===== config.mk =====
export PLATFORM = sky130hd
export DESIGN_NAME = tick_monitor
export DESIGN_NICKNAME = d
export VERILOG_FILES = /design/src/rtl/tick_mon_pkg.sv /design/src/rtl/tick_monitor_gap_timer.sv /design/src/rtl/tick_monitor.sv
export SDC_FILE = /design/constraint.sdc
export NUM_CORES = 1
export LEC_CHECK = 0
export BUFFER_PORTS_ARGS = -buffer_cell sky130_fd_sc_hd__buf_4
export CAP_MARGIN = 10
export CORE_ASPECT_RATIO = 0.7
export CORE_MARGIN = 1.5
export CORE_UTILIZATION = 45
export DETAILED_ROUTE_END_ITERATION = 10
export SYNTH_ARGS = -nofsm -noshare
export SYNTH_HDL_FRONTEND = slang
export SYNTH_HIERARCHICAL = 1
export SYNTH_SLANG_ARGS = --single-unit

===== constraint.sdc =====
create_clock -name clk -period 7.2 [get_ports clk]
set_input_delay 1.8 -clock clk [delete_from_list [all_inputs] [get_ports clk]]
set_output_delay 1.8 -clock clk [all_outputs]
set_load 0.01 [all_outputs]

===== src/rtl/tick_mon_pkg.sv =====
// ============================================================================
//  tick_mon_pkg
//  Shared types and default window constants for the tick monitor.
//  Revision: 1.0
// ============================================================================
`default_nettype none

package tick_mon_pkg;

   // The upstream stage ticks every N+1 = 25001 cycles, centred in the window.
   localparam int MIN_GAP_DEF  = 25000;
   localparam int MAX_GAP_DEF  = 25002;
   localparam int MISS_LIM_DEF = 3;

   typedef enum logic [1:0] {
      IDLE  = 2'd0,
      RUN   = 2'd1,
      ALARM = 2'd2
   } state_e;

   typedef enum logic [1:0] {
      CL_NONE  = 2'd0,
      CL_OK    = 2'd1,
      CL_EARLY = 2'd2,
      CL_LATE  = 2'd3
   } class_e;

endpackage

`default_nettype wire


===== src/rtl/tick_monitor_gap_timer.sv =====
// ============================================================================
//  gap_timer
//  Interval counter; e is the elapsed-interval length (gap + 1).
//  Revision: 1.0
// ============================================================================
`default_nettype none

module gap_timer #(
   parameter int CBITS = 16
) (
   input  logic             clk,
   input  logic             rst,
   input  logic             clear,
   input  logic             enable,
   output logic [CBITS:0]   e
);

   logic [CBITS-1:0] gap_q;
   logic [CBITS-1:0] gap_d;

   always_comb begin
      gap_d = gap_q;
      if (clear) begin
         gap_d = '0;
      end else if (enable) begin
         gap_d = gap_q + 1'b1;
      end
   end

   always_ff @(posedge clk) begin
      if (rst) begin
         gap_q <= '0;
      end else begin
         gap_q <= gap_d;
      end
   end

   // One extra bit so gap + 1 never wraps back to a small value.
   assign e = {1'b0, gap_q} + (CBITS+1)'(1);

endmodule

`default_nettype wire


===== src/rtl/tick_monitor.sv =====
// ============================================================================
//  tick_monitor
//  Classifies tick intervals as ok/early/late and raises a sticky alarm.
//  Revision: 1.0
// ============================================================================
`default_nettype none

module tick_monitor
   import tick_mon_pkg::*;
#(
   parameter int MIN_GAP  = MIN_GAP_DEF,
   parameter int MAX_GAP  = MAX_GAP_DEF,
   parameter int CBITS    = 16,
   parameter int MISS_LIM = MISS_LIM_DEF,
   parameter int TBITS    = 16
) (
   input  logic             clk,
   input  logic             rst,
   input  logic             sig,
   input  logic             err_in,
   input  logic             clr,
   output logic             ok,
   output logic             early,
   output logic             late,
   output logic             alarm,
   output logic             running,
   output logic [TBITS-1:0] tick_cnt
);

   localparam int MBITS = (MISS_LIM < 2) ? 1 : $clog2(MISS_LIM + 1);
   localparam logic [CBITS:0]   MIN_E   = (CBITS+1)'(MIN_GAP);
   localparam logic [CBITS:0]   MAX_E   = (CBITS+1)'(MAX_GAP);
   localparam logic [MBITS-1:0] MISS_MX = MBITS'(MISS_LIM);

   state_e           state_q, state_d;
   logic [MBITS-1:0] miss_q, miss_d, miss_inc;
   logic [TBITS-1:0] tick_cnt_q, tick_cnt_d;
   logic             ok_q, ok_d;
   logic             early_q, early_d;
   logic             late_q, late_d;
   logic             alarm_q, alarm_d;
   logic             running_q, running_d;
   class_e           cls;
   logic             gap_clear;
   logic             gap_en;
   logic [CBITS:0]   e;

   gap_timer #(
      .CBITS (CBITS)
   ) u_gap_timer (
      .clk    (clk),
      .rst    (rst),
      .clear  (gap_clear),
      .enable (gap_en),
      .e      (e)
   );

   always_comb begin
      state_d    = state_q;
      miss_d     = miss_q;
      tick_cnt_d = tick_cnt_q;
      cls        = CL_NONE;
      gap_clear  = 1'b0;
      gap_en     = 1'b0;
      miss_inc   = (miss_q == MISS_MX) ? miss_q : miss_q + 1'b1;

      unique case (state_q)
         IDLE: begin
            if (sig) begin
               gap_clear = 1'b1;
               state_d   = RUN;
            end
         end
         RUN: begin
            // A timeout outranks a coincident tick and becomes the new reference.
            if (err_in) begin
               state_d = ALARM;
            end else if (e > MAX_E) begin
               cls = CL_LATE;
            end else if (sig && (e < MIN_E)) begin
               cls = CL_EARLY;
            end else if (sig) begin
               cls = CL_OK;
            end else begin
               gap_en = 1'b1;
            end

            if (cls == CL_OK) begin
               gap_clear  = 1'b1;
               miss_d     = '0;
               tick_cnt_d = tick_cnt_q + 1'b1;
            end else if ((cls == CL_EARLY) || (cls == CL_LATE)) begin
               gap_clear = 1'b1;
               miss_d    = miss_inc;
               if (miss_inc == MISS_MX) begin
                  state_d = ALARM;
               end
            end
         end
         ALARM: begin
            if (clr) begin
               state_d   = IDLE;
               gap_clear = 1'b1;
               miss_d    = '0;
            end
         end
         default: begin
            state_d = IDLE;
         end
      endcase

      ok_d      = (cls == CL_OK);
      early_d   = (cls == CL_EARLY);
      late_d    = (cls == CL_LATE);
      alarm_d   = (state_d == ALARM);
      running_d = (state_d == RUN);
   end

   always_ff @(posedge clk) begin
      if (rst) begin
         state_q    <= IDLE;
         miss_q     <= '0;
         tick_cnt_q <= '0;
         ok_q       <= 1'b0;
         early_q    <= 1'b0;
         late_q     <= 1'b0;
         alarm_q    <= 1'b0;
         running_q  <= 1'b0;
      end else begin
         state_q    <= state_d;
         miss_q     <= miss_d;
         tick_cnt_q <= tick_cnt_d;
         ok_q       <= ok_d;
         early_q    <= early_d;
         late_q     <= late_d;
         alarm_q    <= alarm_d;
         running_q  <= running_d;
      end
   end

   assign ok       = ok_q;
   assign early    = early_q;
   assign late     = late_q;
   assign alarm    = alarm_q;
   assign running  = running_q;
   assign tick_cnt = tick_cnt_q;

endmodule

`default_nettype wire

==> impl_results.md, run 1 <==
- Chip height: between 60 and 70 um
- Antenna violations before repair: 0
- CTS Buf Count: 5
- Synth top area cells: dfxtp_1, xor2_1, nor2_1
- Synthesized instance count: between 200 and 300
- Share of post-route cells with drive strength above 1: 0.188
- Total negative setup slack: 0 ns
- Design Area, Final: 2770 sq um
- Tmin final: 4.38 ns
- Skew-Pair Late Insertion Delay: between 0.2 and 0.3 ns
- Outcome: finished, final reports clean
- Sequential area share after synthesis: 0.334
- Max Clock Skew: 0.00576 ns
- Critical path type: reg -> reg
- Global-route wire length before repair: 9.11 mm
- Setup crit start: u_gap_timer/gap_q[2]$_SDFFE_PP0P_
- Vias in the first global route: approximately 1.8k
- Via/cell ratio: around 5.4
- Hold Vio Cnt, Final: 0
- Clock Pin Slew Worst Setup and Hold Paths: roughly 0.080 ns
- Max IR drop VDD: ~0.000084 V
- Share of the synthesized area in the top cell type: 0.334
- Seq cells post-synth: between 40 and 50
- Max Buffers Root-to-Sink: 2
- Worst Tran Pin Value: approximately 0.91 ns
- Register-to-Register Path Depth: 13
- Reg2Reg Launch Point: u_gap_timer/gap_q[2]$_SDFFE_PP0P_
- Slew margin rel.: 0.389
- P_leak: roughly 1.1 nW
- YS warnings: 6
- Largest net degree at the start of global routing: 39
- EDFF count, synth: 0
- Grt total ovfl: 0
- Commonest non-fill, non-tap cell in the layout: dfxtp_1
- Worst path cell trace: and4_1 > and3_2 > nand3_1 > xnor2_1 > or4_4 > nor4b_4 > and2_2 > nor2_1 > nor3_1 > and2_2 > nand3_1 > or4_1 > a21oi_1
- Max stage delay cell, worst path: nor3_1
- Avg Inst Size Synth: between 8 and 9 sq um
- Fmax: 228 MHz
- Most frequent cells in the layout: dfxtp_1, nor2_1, buf_4
- Fin. max-slew vios: 0
- Hold Path Depth: 2
- Fin crit share: 0.608
- Pre-CTS setup slack: approximately 2.9 ns
- Die width: ~91 um
- Ports: 26
- Nets: between 300 and 400
- DP Area: approximately 2700 sq um
- Final wirelength: 5.23 mm
- Site row count: 22
- ANT nets after route: 0
- Drc violations: 0
- Gpl congestion: 0.852
- PwrDens: 160 nW/um^2
- CTS root buf: clkbuf_8
- CTS tree: done
- Worst setup margin: approximately 2.8 ns
- Dpl hpwl: 3.80 mm
- Initial Util: 0.468
- Initial DRC Count: between 100 and 150
- Primary FF master, synth: dfxtp_1
- Die footprint: approximately 5900 sq um
- CTS sink count: a little over 40
- Syn Std Cell Area: 2460 sq um
- Maximum fanout along the worst path: 8
- Minimum hold slack: 0.496 ns
- Setup Buffers After CTS: 0
- Number of antenna diodes: 0
- Max-cap violation count: 0
- Largest area contributor in the netlist: dfxtp_1
- Crit start category: flop
- Syn Nets: 292
- First-pass iteration count of the detailed router: 4
- Post-cts sizing count: 0
- Hold crit path type: reg -> reg
- Core area: 5260 sq um
- Asr flop ratio synth: 0
- Crit path DAT: ~4.6 ns
- WL/cell: between 10 and 15 um
- Nature of the critical path endpoint: flop
- Routed vias: 2,030
- Number of library cell types mapped by synthesis: 50
- Port bufs: 25
- # fillers: between 400 and 500
- Hold_buf cts: 0
- RSZ-0062 raised after global routing: no
- Final setup viols: 0
- Hold Startpoint: miss_q[0]$_SDFFE_PP0P_
- Crit path largest cell delay: approximately 0.7 ns
- Htree depth: 2
- Worst Path Required: 7.43 ns
- GRT Overall Usage: 0.197
- Area grow syn2layout: 12.6%
[path summary, 6_finish.rpt]
check / slack, ns / endpoint
max: 2.82 / u_gap_timer/gap_q[14]$_SDFFE_PP0P_
min: 0.50 / miss_q[0]$_SDFFE_PP0P_
max reg2reg: 2.82 / u_gap_timer/gap_q[14]$_SDFFE_PP0P_
min reg2reg: 0.50 / miss_q[0]$_SDFFE_PP0P_
[cell families after synthesis]
group / after synthesis / synth area share
AOI/OAI and AO/OA: 40 / 0.119
xor gates and xnor gates: 23 / 0.0819
adders and majority gates: 2 / 0.0102
buffers and inverters: 20 / 0.0417
DFF: 41 / 0.334
muxes: 13 / 0.0590
and+or+nand+nor: 146 / 0.355
[flip-flops by register name, indices dropped and copies added, names as in the netlist]
register,flops
ok,1
state_q,2
tick_cnt,16
late,1
early,1
alarm,1
running,1
u_gap_timer/gap_q,16
miss_q,2
[synthesized netlist by cell type (2+ instances only)]
master / count
dfxtp_1: 41
nor2_1: 37
nand2_1: 20
xor2_1: 16
nor2b_1: 14
mux2_1: 12
a21oi_1: 11
nand3_1: 11
nand4_1: 10
clkbuf_1: 8
and3_1: 7
o21ai_0: 7
xnor2_1: 7
nor3_2: 6
inv_1: 5
nor4_1: 5
o211ai_1: 5
or3_1: 5
or4_1: 5
a21o_1: 4
nor3_1: 4
o31ai_1: 4
and2_2: 3
and3_2: 3
buf_2: 3
buf_6: 3
nand2b_1: 3
a211oi_1: 2
ha_1: 2
nor4_4: 2
[metrics by stage]
stage          total power, mW  utilization  cells
6_report                 0.444        0.527    375
5_1_grt                  0.467        0.527    375
4_1_cts                  0.452        0.527    375
3_5_place_dp             0.260        0.505    367
3_3_place_gp             0.260        0.505    367
2_1_floorplan            0.254            -    285
[worst max-delay path, delay by kind of cell (launching register included)]
family / cells / cell delay, ns
flops: 1 / 0.44
simple gates: 11 / 3.59
compound gates: 1 / 0.14
xor+xnor: 1 / 0.14
[metal layers]
layer / global-route usage / vias to the layer above / part of all wire
li1: - / 1050 / -
met1: 0.304 / 920 / 0.55
met2: 0.254 / 55 / 0.38
met3: 0.0446 / 5 / 0.062
met4: 0.0781 / 0 / 0.0065
met5: 0 / - / 0
[report_power, final]
part | total [mW] | switching (mW) | internal, mW
clock network | 0.189 | 0.0763 | 0.113
registers | 0.230 | 0.00144 | 0.229
logic | 0.0247 | 0.0165 | 0.00823
total | 0.444 | 0.0943 | 0.350
[layout make-up]
type,instances,area [sq um],area share
Multi-Input combinational cell,224,1540,0.555
Sequential cell,41,821,0.296
Timing Repair Buffer,25,188,0.0678
Tap cell,72,90.1,0.0325
Clock buffer,7,86.3,0.0312
Clock inverter,1,30.0,0.0108
Inverter,5,18.8,0.00678
Note: power is estimated with default switching activity, not from simulation.
==> run 2, diff against run 1 <==
--- a/config.mk
+++ b/config.mk
@@ -5,6 +5,7 @@
 export SDC_FILE = /design/constraint.sdc
 export NUM_CORES = 1
 export LEC_CHECK = 0
+export ABC_AREA = 1
 export BUFFER_PORTS_ARGS = -buffer_cell sky130_fd_sc_hd__buf_4
 export CAP_MARGIN = 10
 export CORE_ASPECT_RATIO = 0.7
==> constraint.sdc (replaced) <==
create_clock -name clk -period 4.25 [get_ports clk]
set_input_delay 1.0625 -clock clk [delete_from_list [all_inputs] [get_ports clk]]
set_output_delay 1.0625 -clock clk [all_outputs]
set_load 0.01 [all_outputs]
==> impl_results.md, run 2 <==
- Outcome: finished, final reports clean (unchanged)
- Worst Tran Pin Value: 0.502 ns (was 0.910 ns)
- Worst path cell trace: ha_1 > nand3_2 > nor2_1 > nand2_1 > nor4_1 > nor2_2 > nand2_1 > nor2_1 > nand2_1 > nand2_2 > nand2_1 > nand2_1 > nor2_1 > buf_4 > clkinv_1 > o21ai_0 > a21oi_1 (was and4_1 > and3_2 > nand3_1 > xnor2_1 > or4_4 > nor4b_4 > and2_2 > nor2_1 > nor3_1 > and2_2 > nand3_1 > or4_1 > a21oi_1)
- Nets: 423 (was 309)
- Number of library cell types mapped by synthesis: 33 (was 50)
- Grt total ovfl: 0 (unchanged)
- Reg2Reg Launch Point: u_gap_timer/gap_q[1]$_SDFFE_PP0P_ (was u_gap_timer/gap_q[2]$_SDFFE_PP0P_)
- # fillers: 586 (was 488)
- Synthesized instance count: 391 (was 285)
- Top delay family on crit path: simple AND/OR/NAND/NOR gates (unchanged)
- Synth top area cells: dfxtp_1, nand2_1, inv_1 (was dfxtp_1, xor2_1, nor2_1)
- Max Clock Skew: 0.00920 ns (was 0.00576 ns)
- CP bufs+invs: 2 (was 0)
- Layer with the highest usage: met1 (unchanged)
- Hold endpoint: tick_cnt[15]$_SDFFE_PP0P_ (was miss_q[0]$_SDFFE_PP0P_)
- Final setup viols: 0 (unchanged)
- Drc violations: 0 (unchanged)
- Avg Inst Size Synth: 6.48 sq um (was 8.63 sq um)
- First-pass iteration count of the detailed router: 4 (unchanged)
- GRT Overall Usage: 0.213 (was 0.197)
- Hold_buf cts: 0 (unchanged)
- Post-cts sizing count: 0 (unchanged)
- Clock network power share: 0.425 (was 0.426)
- Primary FF master, synth: dfxtp_1 (unchanged)
- Max-cap violation count: 0 (unchanged)
- Top-count cell post-synth: nand2_1 (was dfxtp_1)
- Pre-CTS setup slack: 1.08 ns (was 2.85 ns)
- Fin crit share: 0.757 (was 0.608)
- Htree depth: 2 (unchanged)
- Syn Nets: 398 (was 292)
- CTS tree: done (unchanged)
- Nature of the critical path endpoint: flop (unchanged)
- Total negative setup slack: 0 ns (unchanged)
- P_leak: 1.29 nW (was 1.09 nW)
- ANT nets after route: 0 (unchanged)
- Final wirelength: 5.93 mm (was 5.23 mm)
- Reg2reg end: u_gap_timer/gap_q[0]$_SDFFE_PP0P_ (was u_gap_timer/gap_q[14]$_SDFFE_PP0P_)
- Area grow syn2layout: 14.1% (was 12.6%)
- Hold crit path type: reg -> reg (unchanged)
- Commonest non-fill, non-tap cell in the layout: nand2_1 (was dfxtp_1)
- Global-route wire length before repair: 10.1 mm (was 9.11 mm)
- Crit path DAT: 3.39 ns (was 4.61 ns)
- Internal: 0.599 mW (was 0.350 mW)
- Asr flop ratio synth: 0 (unchanged)
- Largest net degree at the start of global routing: 25 (was 39)
- Die footprint: 6090 sq um (was 5930 sq um)
- Met2 GRT Util: 0.257 (was 0.254)
- Register-to-Register Path Depth: 17 (was 13)
- Share of post-route cells with drive strength above 1: 0.144 (was 0.188)
- Dpl hpwl: 4.43 mm (was 3.80 mm)
- Max Buffers Root-to-Sink: 2 (unchanged)
- Maximum fanout along the worst path: 17 (was 8)
- EDFF count, synth: 0 (unchanged)
- Syn Std Cell Area: 2530 sq um (was 2460 sq um)
- Antenna violations before repair: 0 (unchanged)
- Via/cell ratio: 4.86 (was 5.41)
- Seq cells post-synth: 41 (unchanged)
- Hold Startpoint: tick_cnt[15]$_SDFFE_PP0P_ (was miss_q[0]$_SDFFE_PP0P_)
- WL/cell: 12.1 um (was 13.9 um)
- Grt met1 use: 0.356 (was 0.304)
- Clock Pin Slew Worst Setup and Hold Paths: 0.08 ns (about the same)
- Slew margin rel.: 0.663 (was 0.389)
- YS warnings: 6 (unchanged)
- Chip height: 65.8 um (was 64.9 um)
- GR Util met3: 0.0417 (was 0.0446)
- Crit start category: flop (unchanged)
- Ports: 26 (unchanged)
- CTS Buf Count: 5 (unchanged)
- Core area: 5340 sq um (was 5260 sq um)
- Net Sw Power: 0.185 mW (was 0.0943 mW)
- Fmax: 311 MHz (was 228 MHz)
- Most frequent cells after synthesis: nand2_1, inv_1, nor2_1 (was dfxtp_1, nor2_1, nand2_1)
- Number of antenna diodes: 0 (unchanged)
- Critical path type: reg -> reg (unchanged)
- Worst setup margin: 1.03 ns (was 2.82 ns)
- PwrDens: 271 nW/um^2 (was 160 nW/um^2)
- Reg2Reg Setup Slack: 1.03 ns (was 2.82 ns)
- Gpl congestion: 0.872 (was 0.852)
- Hold Vio Cnt, Final: 0 (unchanged)
- Port bufs: 25 (unchanged)
- Switching power share of the total: 0.236 (was 0.212)
- Die width: 92.7 um (was 91.4 um)
- Worst Path Required: 4.43 ns (was 7.43 ns)
- Share of the synthesized area in the top cell type: 0.324 (was 0.334)
- Skew-Pair Late Insertion Delay: 0.29 ns (about the same)
- Initial DRC Count: 204 (was 111)
- Sequential area share after synthesis: 0.324 (was 0.334)
- Max IR drop VDD: 0.000147 V (was 0.0000838 V)
- Placed insts: 481 (was 367)
- Fin cells: 489 (was 375)
- Seq pwr share: 0.504 (was 0.518)
- Max stage delay cell, worst path: clkinv_1 (was nor3_1)
- Routed vias: 2,375 (was 2,030)
- CTS root buf: clkbuf_8 (unchanged)
- Crit path largest cell delay: 0.45 ns (was 0.70 ns)
- CTS sink count: 41 (unchanged)
- Minimum hold slack: 0.507 ns (was 0.496 ns)
- Most frequent cells in the layout: nand2_1, inv_1, nor2_1 (was dfxtp_1, nor2_1, buf_4)
- Gate power share: 0.071 (was 0.056)
- Tmin final: 3.22 ns (was 4.38 ns)
- Site row count: 22 (unchanged)
- Hold Path Depth: 2 (unchanged)
- Fin. max-slew vios: 0 (unchanged)
- Setup Buffers After CTS: 0 (unchanged)
- Largest area contributor in the netlist: dfxtp_1 (unchanged)
- Vias in the first global route: 2,006 (was 1,848)
- RSZ-0062 raised after global routing: no (unchanged)
- CP dominant cell by count: nand2_1
- Initial Util: 0.474 (was 0.468)
## run 2: cell count changes after synthesis, moves of 7 or more
cell | previous run | this run
nand2_1 | 20 | 112
a21oi_1 | 11 | 25
inv_1 | 5 | 62
nand3_1 | 11 | 24
nor2b_1 | 14 | 0
and3_1 | 7 | 0
a21oi_2 | 0 | 8
mux2_1 | 12 | 0
## run 2: kinds of logic after synthesis
family,share of synthesized area
and+or+nand+nor,0.370
adders and majority gates,0.00988
AOI/OAI and AO/OA,0.105
xor gates and xnor gates,0.0756
DFF,0.324
buffers and inverters,0.116
## run 2: power groups by stage
stage / clock, mW / combinational (mW) / sequential [mW]
after floorplan: 0 / 0.0391 / 0.403
after global placement: 0 / 0.0560 / 0.404
after detailed placement: 0 / 0.0556 / 0.404
after CTS: 0.342 / 0.0560 / 0.395
after global routing: 0.364 / 0.0631 / 0.396
final: 0.333 / 0.0557 / 0.395
## run 2: per-stage QoR
stage,power (mW),util,area (sq um)
after global placement,0.460,0.519,2770
final,0.784,0.541,2890
after global routing,0.823,0.541,2890
after CTS,0.793,0.541,2890
after floorplan,0.443,-,2530
after detailed placement,0.460,0.519,2770
## run 2: worst reg2reg max path: cells and delay by family, from the launching register on
family	cells	cell delay, ns
DFF	1	0.39
AOI/OAI and AO/OA	2	0.37
buffers and inverters	2	0.69
adders and majority gates	1	0.24
and+or+nand+nor	12	1.42
## run 2: how the worst max path moves through the flow
stage / startpoint / endpoint / slack, ns / cells after the start
after CTS: u_gap_timer/gap_q[1]$_SDFFE_PP0P_ / u_gap_timer/gap_q[3]$_SDFFE_PP0P_ / 1.04 / 19
final: u_gap_timer/gap_q[1]$_SDFFE_PP0P_ / u_gap_timer/gap_q[0]$_SDFFE_PP0P_ / 1.03 / 17
after detailed placement: u_gap_timer/gap_q[1]$_SDFFE_PP0P_ / u_gap_timer/gap_q[3]$_SDFFE_PP0P_ / 1.08 / 19
after global placement: u_gap_timer/gap_q[1]$_SDFFE_PP0P_ / u_gap_timer/gap_q[4]$_SDFFE_PP0P_ / 1.09 / 19
after floorplan: u_gap_timer/gap_q[1]$_SDFFE_PP0P_ / u_gap_timer/gap_q[11]$_SDFFE_PP0P_ / 1.63 / 20
after global routing: u_gap_timer/gap_q[1]$_SDFFE_PP0P_ / u_gap_timer/gap_q[4]$_SDFFE_PP0P_ / 0.57 / 19
## run 2: routing by layer
layer,wire [um],vias to the layer above,part of all wire
met1,3390,1029,0.57
met5,0,-,0
met3,429,4,0.072
met4,40,0,0.0067
met2,2070,76,0.35
li1,-,1266,-
## run 2: layout make-up
type,instances,area (sq um),share of cell area
sequential,41,821,0.284
clock inverter,2,37.5,0.0130
tap,72,90.1,0.0312
timing repair buffer,26,195,0.0676
clock buffer,6,82.6,0.0286
inverter,65,244,0.0845
multi-input combinational,277,1420,0.491
